[src/rtl/car_sensor_emulator.sv]
// Emits one Gray-coded photo-sensor pass (a,b) per enter/exit request and
// tracks the occupancy the lot counter should be showing.
module car_sensor_emulator #(
    parameter int CLKS_PER_PHASE = 5_000_000,
    parameter int CNT_W          = 4
) (
    input  logic             clk,
    input  logic             reset,
    input  logic             enter_req,
    input  logic             exit_req,
    output logic             a,
    output logic             b,
    output logic             busy,
    output logic             done,
    output logic [CNT_W-1:0] exp_count
);

    localparam int TW = $clog2(CLKS_PER_PHASE);
    localparam logic [TW-1:0] TC = TW'(CLKS_PER_PHASE - 1);

    typedef enum logic [2:0] {
        IDLE,
        PH1,
        PH2,
        PH3,
        GUARD
    } state_t;

    state_t           r_state;
    logic             r_dir;
    logic [TW-1:0]    r_timer;
    logic             r_a;
    logic             r_b;
    logic             r_busy;
    logic             r_done;
    logic [CNT_W-1:0] r_cnt;

    state_t           w_state_nxt;
    logic             w_dir_nxt;
    logic [TW-1:0]    w_timer_nxt;
    logic             w_a_nxt;
    logic             w_b_nxt;
    logic             w_busy_nxt;
    logic             w_done_nxt;
    logic [CNT_W-1:0] w_cnt_nxt;
    logic             w_tc;

    assign w_tc = (r_timer == TC);

    always_comb begin
        w_state_nxt = r_state;
        w_dir_nxt   = r_dir;
        w_timer_nxt = r_timer;
        w_done_nxt  = 1'b0;
        w_cnt_nxt   = r_cnt;

        unique case (r_state)
            IDLE: begin
                w_timer_nxt = '0;
                if (enter_req) begin
                    w_state_nxt = PH1;
                    w_dir_nxt   = 1'b0;
                end else if (exit_req) begin
                    w_state_nxt = PH1;
                    w_dir_nxt   = 1'b1;
                end
            end
            PH1, PH2, PH3: begin
                if (w_tc) begin
                    w_timer_nxt = '0;
                    w_state_nxt = (r_state == PH1) ? PH2 :
                                  (r_state == PH2) ? PH3 : GUARD;
                end else begin
                    w_timer_nxt = r_timer + 1'b1;
                end
            end
            GUARD: begin
                if (w_tc) begin
                    w_timer_nxt = '0;
                    w_state_nxt = IDLE;
                    w_done_nxt  = 1'b1;
                    w_cnt_nxt   = r_dir ? r_cnt - 1'b1 : r_cnt + 1'b1;
                end else begin
                    w_timer_nxt = r_timer + 1'b1;
                end
            end
            default: begin
                w_state_nxt = IDLE;
                w_timer_nxt = '0;
            end
        endcase
    end

    // Sensor levels are decoded from the next state so a/b stay registered.
    always_comb begin
        w_a_nxt    = 1'b0;
        w_b_nxt    = 1'b0;
        w_busy_nxt = (w_state_nxt != IDLE);
        unique case (w_state_nxt)
            PH1: begin
                w_a_nxt = ~w_dir_nxt;
                w_b_nxt = w_dir_nxt;
            end
            PH2: begin
                w_a_nxt = 1'b1;
                w_b_nxt = 1'b1;
            end
            PH3: begin
                w_a_nxt = w_dir_nxt;
                w_b_nxt = ~w_dir_nxt;
            end
            default: begin
                w_a_nxt = 1'b0;
                w_b_nxt = 1'b0;
            end
        endcase
    end

    always_ff @(posedge clk or posedge reset) begin
        if (reset) begin
            r_state <= IDLE;
            r_dir   <= 1'b0;
            r_timer <= '0;
            r_a     <= 1'b0;
            r_b     <= 1'b0;
            r_busy  <= 1'b0;
            r_done  <= 1'b0;
            r_cnt   <= '0;
        end else begin
            r_state <= w_state_nxt;
            r_dir   <= w_dir_nxt;
            r_timer <= w_timer_nxt;
            r_a     <= w_a_nxt;
            r_b     <= w_b_nxt;
            r_busy  <= w_busy_nxt;
            r_done  <= w_done_nxt;
            r_cnt   <= w_cnt_nxt;
        end
    end

    assign a         = r_a;
    assign b         = r_b;
    assign busy      = r_busy;
    assign done      = r_done;
    assign exp_count = r_cnt;

endmodule

[config.mk]
export PLATFORM = sky130hd
export DESIGN_NAME = car_sensor_emulator
export DESIGN_NICKNAME = d
export VERILOG_FILES = /design/src/rtl/car_sensor_emulator.sv
export SDC_FILE = /design/constraint.sdc
export NUM_CORES = 1
export LEC_CHECK = 0
export CAP_MARGIN = 5
export CORE_UTILIZATION = 29
export DETAILED_ROUTE_END_ITERATION = 6
export PLACE_DENSITY = 0.47
export SETUP_SLACK_MARGIN = 0.15
export SLEW_MARGIN = 20
export SYNTH_ARGS = -nofsm -noshare
export SYNTH_HDL_FRONTEND = slang
export SYNTH_SLANG_ARGS = --single-unit
[constraint.sdc]
create_clock -name clk -period 4.3 [get_ports clk]
set_input_delay 1.29 -clock clk [delete_from_list [all_inputs] [get_ports clk]]
set_output_delay 1.29 -clock clk [all_outputs]
set_load 0.02 [all_outputs]
[Word-level counts from Yosys, hierarchy flattened]
Cells that the tools add are included.
Operators by class
  add/subtract/negate cells: 3
  equal/unequal tests: 8
  muxes and demuxes: 17
  bitwise operators: 1
  reduce and logical (&&, ||, !) cells: 5
Operator list (count)
  two-way mux 23 bit: 2
  adder 23 x 1 -> 23 bit (second input constant): 1
  equality test 23 bit (second input constant): 1
  two-way mux 3 bit: 6
  equality test 3 x 2 -> 1 bit (second input constant): 4
  one-hot mux 3 bit (3 select lines): 1
  equality test 3 x 1 -> 1 bit (second input constant): 2
  one-hot mux 1 bit (3 select lines): 2
  two-way mux 1 bit: 5
  adder 4 x 1 -> 4 bit (second input constant): 1
  two-way mux 4 bit: 1
  OR reduction 4 bit: 1
  subtractor 4 x 1 -> 4 bit (second input constant): 1
  equality test 3 bit (second input constant): 1
  logical NOT 3 bit: 1
  nonzero test 3 bit: 1
  OR reduction 3 bit: 1
  AND reduction 2 bit: 1
  inverter 1 bit: 1
Storage, ports and cells
  register bits: 35
  input bits: 4
  output and inout port bits: 8
  logic and storage cells: 42

[Depth between registers and ports, before layout]
Gate-level depths: netlist of run 1.
  depth in word-level cells: 7
  gate-level depth with buffers: 7

[Worst setup path after synthesis of run 1]
OpenSTA, ideal clock, no wires.
  path type: input to register
  start point: input port exit_req
  end point: register r_a, in the netlist a
  arrival: 2458 ps
  required time: 4213 ps
  setup slack: 1756 ps
  cell stages on the path: 5
  cell sequence: or4b_4 > a22oi_4 > inv_2 > maj3_2 > a211oi_2
On the way
  longest elaborated chain between the ends: 5
  elaborated cells between the ends (all ways): 11
RTL lines
  from (decl): RTL line 10  | input logic exit_req,
  two-way mux 1 bit (*): RTL line 63  | end else if (exit_req) begin
  two-way mux 1 bit (*): RTL line 60  | if (enter_req) begin
  two-way mux 1 bit (*): RTL line 57  | unique case (r_state)
  net w_dir_nxt: RTL line 39  | logic w_dir_nxt;
  inverter 1 bit: RTL line 101  | w_a_nxt = ~w_dir_nxt;
  one-hot mux 1 bit (3 select lines) (*): RTL line 99  | unique case (w_state_nxt)
  net w_a_nxt: RTL line 41  | logic w_a_nxt;
  to (signal assigned): RTL line 133  | r_a <= w_a_nxt;
  to (decl): RTL line 32  | logic r_a;
The timed path passes the listed nets; every way through them passes the cells marked *.
A chain may end at the register's enable or synchronous reset.

[Worst setup path in the final report of run 1]
Ends and elaborated chain as after synthesis.

==> results of run 1 <==
[cell type report]
| class | count | area share |
|---|---|---|
| inverters | 7 | 0.01243 |
| well taps | 75 | 0.04438 |
| flip-flops and latches | 35 | 0.4142 |
| clock inverters | 2 | 0.01657 |
| clock buffers | 6 | 0.03905 |
| multi-input cells | 132 | 0.4178 |
| repair buffers | 12 | 0.05562 |
[stage by stage]
stage,instances,hold slack [ns],setup slack (ns),util,area (um2)
final,269,0.4660,1.466,0.3530,2115
after global placement,261,0.4623,1.191,0.3333,1997
after global routing,269,0.4959,1.392,0.3530,2115
after CTS,269,0.4757,1.470,0.3530,2115
after detailed placement,261,0.4662,1.165,0.3333,1997
after floorplan,180,0.4549,1.756,-,1818
[cell usage after synthesis (2+ instances only)]
cell type  count
a21oi_1        2
ha_1           3
nand3_1       12
nor4_1         4
nand4_1        8
inv_1          6
nor4b_1        2
nor2_1        30
nor3_1         5
clkbuf_1       3
xnor2_1       14
dfrtp_1       35
buf_2          2
xor2_1        13
nor4_2         2
nand2_1       12
and4_1         3
a211oi_1       3
and3_1         3
[critical path, delay by kind of cell]
| kind | cells | cell delay [ns] |
|---|---|---|
| buf+inv | 2 | 0.57 |
| simple gates | 1 | 0.48 |
| fa+ha+maj | 1 | 0.31 |
| compound gates | 2 | 0.40 |
[cell families after synthesis]
family | count (synthesis) | share of synthesized area
multiplexers | 2 | 0.01170
adder cells (fa/ha/maj) | 6 | 0.04336
AO/OA/AOI/OAI | 10 | 0.04817
XOR/XNOR | 27 | 0.1301
buffers and inverters | 13 | 0.03234
AND/OR/NAND/NOR | 87 | 0.2526
flip-flops | 35 | 0.4818
[final timing paths]
| kind | start | to |
|---|---|---|
| setup / recovery | exit_req | a |
| hold / removal | exp_count[3] | exp_count[3] |
| setup reg to reg | r_timer[20] | r_timer[14] |
| hold reg to reg | exp_count[3] | exp_count[3] |
| max in group asynchronous | reset | r_timer[15] |
| min in group asynchronous | reset | r_timer[1] |
[report_power, final]
part | internal (mW) | leakage, nW | switching (mW) | total, mW
clock | 0.188 | 0.0612 | 0.122 | 0.309
combinational | 0.00340 | 0.371 | 0.00769 | 0.0111
sequential | 0.329 | 0.454 | 0 | 0.329
total | 0.520 | 0.886 | 0.130 | 0.650
[cells in the final DEF (no fill, tap or decap), drive strengths merged, types with 7 or more instances in the layout]
master          n
xor2           13
nand3          12
dfrtp          35
clkdlybuf4s50  11
xnor2          14
inv             7
nor2           30
nand2          12
nand4           8
[registers in the layout, summed over array words and instances, names as in the netlist]
name,count
a,1
b,1
busy,1
done,1
exp_count,4
r_dir,1
r_state,3
r_timer,23
[per-layer routing]
metal | part of all wire | up-vias
met5 | 0 | -
met4 | 0.019 | 0
met3 | 0.021 | 5
met2 | 0.45 | 12
met1 | 0.51 | 611
li1 | - | 647
==> qor.yml, run 1 <==
slew_violations: 0
r2r_slack_ns: 2.16
floorplan.initialDensity: 0.3035
worstPathArrival_ns: 3.05
grt_max_degree: 36
leakage_nw: 0.8863
nNetsFinal: 201
num_vias: 1275
reg2reg_depth: 5
synth_nets: 188
syn_inst: 180
ys_async_sr_fraction: 1.000
synth_top_area_share: 0.4818
syn_area_um2: 1818
path_class: "in2reg"
setup_tns_ns: 0
multi_input_area_um2: 883.3
drtAntennaViolNets: 0
cp.required_ns: 4.51
synth.distinct_cells: 37
ctsRootBufferMaster: "clkbuf_8"
outcome: "complete, no violations"
hp-class: "reg2reg"
cts_tree: "yes"
drv_cap: 0
gr-usage-met3: 0.03034
synth_edf_count: 0
grt_pass1_vias: 1211
regArea_um2: 875.8
drive_gt1_frac: 0.08763
insertion_delay_ns: 0.29
antenna_found_initial: 0
layout_min_cycle_time_ns: 2.834
drc: 0
pin_count: 12
cp-end-kind: "flip-flop"
setup_violations: 0
path_clk_slew_ns: 0.07
ys.warnings.count: 0
p_per_area_nw_per_um2: 307.2
met1_usage: 0.1629
relSlewSlack: 0.4911
port_buffers: 11
wirelength_um: 3448
drt-vias-per-instance: 4.740
fmax_mhz: 352.8
gp_congestion: 0.7462
grt_pass1_wl_um: 5865
power_mw: 0.6495
rsz0062_at_grt: "false"
grtUsageMet2: 0.1773
grt_remaining_overflow: 0
crit_fanout: 4
min_period_over_period: 0.6591
max_stage_delay_ns: 0.51
cts_resized: 0
row_count: 28
start_kind: "input pin"
fin_skew_ns: 0.007596
gr-max-usage-layer: "met2"
clock_path_buffers: 2
crit_slowest_cell: "clkdlybuf4s50_1"
firstDrtPassIters: 4
antenna_cells: 0
synth_area_leader_cell: "dfrtp_1"
peakVddDrop_v: 0.0001370
syn_avg_cell_area_um2: 10.10
cts.sinks: 35
tightestPinTransition_ns: 0.7614
synthFlopType: "dfrtp_1"
core_um2: 5991
dieArea_um2: 6589
synth_seq_cells: 35
hold_buffers: 0
drt_iter0_drc: 40
path_cells: "clkdlybuf4s50_1 > or4b_4 > a22oi_4 > inv_2 > maj3_2 > a211oi_2"
htree_levels: 2
die_h_um: 81.18
yosysSeqAreaShare: 0.4818
hold_viol_final: 0
fillers: 603
place_hpwl_um: 2423
post_cts_buffers: 0
synth_area_leaders: "dfrtp_1, xnor2_1, xor2_1"
hold_depth: 1
wl_per_cell_um: 12.82
area_delta_synth_final_pct: 16.31
cts_buffers: 5
globalRouteTotalUtil: 0.1197
die_x_um: 81.18
Power figures use the tool's default switching activity.
==> inputs of run 2 (changes only) <==
==> constraint.sdc (replaced) <==
create_clock -name clk -period 2.89 [get_ports clk]
set_input_delay 0.867 -clock clk [delete_from_list [all_inputs] [get_ports clk]]
set_output_delay 0.867 -clock clk [all_outputs]
set_load 0.02 [all_outputs]
==> qor.yml, run 2 (synthesis results as in run 1) <==
port_buffers: 11
antenna_cells: 0
outcome: "complete, no violations"
wl_per_cell_um: 13.23
row_count: 28
regMostFlops: "r_timer"
num_vias: 1292
area_delta_synth_final_pct: 17.55
min_period_over_period: 0.8322
cp-end-kind: "flip-flop"
p_int_mw: 0.8394
drt_iter0_drc: 56
htree_levels: 2
largest_reg_flops: 23
cts.sinks: 35
worstPathArrival_ns: 2.62
slew_violations: 0
seqPwrFrac: 0.473
cp_num_buf_inv: 2
utilization: 0.3567
die_x_um: 81.18
regArea_um2: 875.8
leakage_nw: 0.8960
post_cts_buffers: 0
cts_resized: 0
grt_max_degree: 36
start_kind: "input pin"
hp-class: "reg2reg"
cp.required_ns: 3.10
crit_slowest_cell: "clkdlybuf4s50_1"
drv_cap: 0
multi_input_area_um2: 883.3
clkPwrFrac: 0.511
final_common_cell: "dfrtp_1"
ctsRootBufferMaster: "clkbuf_8"
path_class: "in2reg"
path_cells: "clkdlybuf4s50_1 > or4b_4 > a22oi_4 > inv_2 > maj3_2 > a211oi_2"
peakVddDrop_v: 0.0002048
path_clk_slew_ns: 0.08
max_stage_delay_ns: 0.51
grt_pass1_vias: 1309
cts_buffers: 5
setup_violations: 0
hold_viol_final: 0
dp_cells: 262
nNetsFinal: 202
layout_min_cycle_time_ns: 2.405
fmax_mhz: 415.8
drt-vias-per-instance: 4.785
relSlewSlack: 0.5300
place_hpwl_um: 2513
pwr-share-comb: 0.016
finalNonFillerCells: 270
power_switching_mw: 0.1956
grt_pass1_wl_um: 6265
setup_tns_ns: 0
wirelength_um: 3571
clock_path_buffers: 2
floorplan.initialDensity: 0.3035
final_cell_mix: "dfrtp_1, nor2_1, xnor2_1, xor2_1"
rsz0062_at_grt: "false"
pin_count: 12
dpl_worst_slack_ns: 0.1774
drc: 0
crit_family: "buffers and inverters"
fin_skew_ns: 0.007593
antenna_found_initial: 0
core_um2: 5991
cts_tree: "yes"
die_h_um: 81.18
p_per_area_nw_per_um2: 484.3
fillers: 614
hold_slack_ns: 0.4835
fin_ws_ns: 0.4848
grt_remaining_overflow: 0
insertion_delay_ns: 0.29
netSwitchingFraction: 0.1890
crit_fanout: 4
globalRouteTotalUtil: 0.1275
drtAntennaViolNets: 0
gp_congestion: 0.7529
hold_buffers: 0
tightestPinTransition_ns: 0.6991
firstDrtPassIters: 4
drive_gt1_frac: 0.08718
dieArea_um2: 6589
run 2: cell types whose count changed in the layout (fill, tap and decap cells not counted), sizes merged:
cell / change
bufinv: +1
clkinv: -1
buf: +1
run 2: worst paths after layout:
kind / start / to / slack (ns) / cells past startpoint
worst max-delay path: exit_req / a / 0.48 / 6
worst min-delay path: exp_count[3] / exp_count[3] / 0.48 / 1
worst max register to register: r_timer[6] / r_timer[16] / 0.89 / 6
worst min register to register: exp_count[3] / exp_count[3] / 0.48 / 1
max in group asynchronous: reset / r_timer[9] / 1.59 / 3
min in group asynchronous: reset / exp_count[1] / 0.97 / 3
run 2: per-stage QoR:
| step | power, mW | cell area [um2] |
|---|---|---|
| finish | 1.035 | 2137 |
| floorplan | 0.5069 | 1818 |
| global route | 1.069 | 2137 |
| detailed placement | 0.5167 | 2004 |
| global placement | 0.5166 | 2004 |
| CTS | 1.047 | 2137 |
run 2: final cells by class:
class | instances | share of cell area
timing repair buffer | 13 | 0.05855
tap | 75 | 0.04391
multi-input combinational | 132 | 0.4133
sequential | 35 | 0.4098
inverter | 7 | 0.01230
clock buffer | 6 | 0.03396
clock inverter | 2 | 0.02810
run 2: power by group through the flow:
| stage | sequential, mW | combinational, mW | clock, mW |
|---|---|---|---|
| 2_1_floorplan | 0.499 | 0.00789 | 0 |
| 3_3_place_gp | 0.499 | 0.0176 | 0 |
| 3_5_place_dp | 0.499 | 0.0177 | 0 |
| 4_1_cts | 0.489 | 0.0178 | 0.540 |
| 5_1_grt | 0.489 | 0.0190 | 0.561 |
| 6_report | 0.489 | 0.0167 | 0.529 |
run 2: routing by layer:
metal,up-vias,track usage,share of wire
li1,652,-,-
met1,624,0.1705,0.50
met2,10,0.1933,0.45
met3,6,0.03371,0.020
met4,0,0.05357,0.021
met5,-,0,0
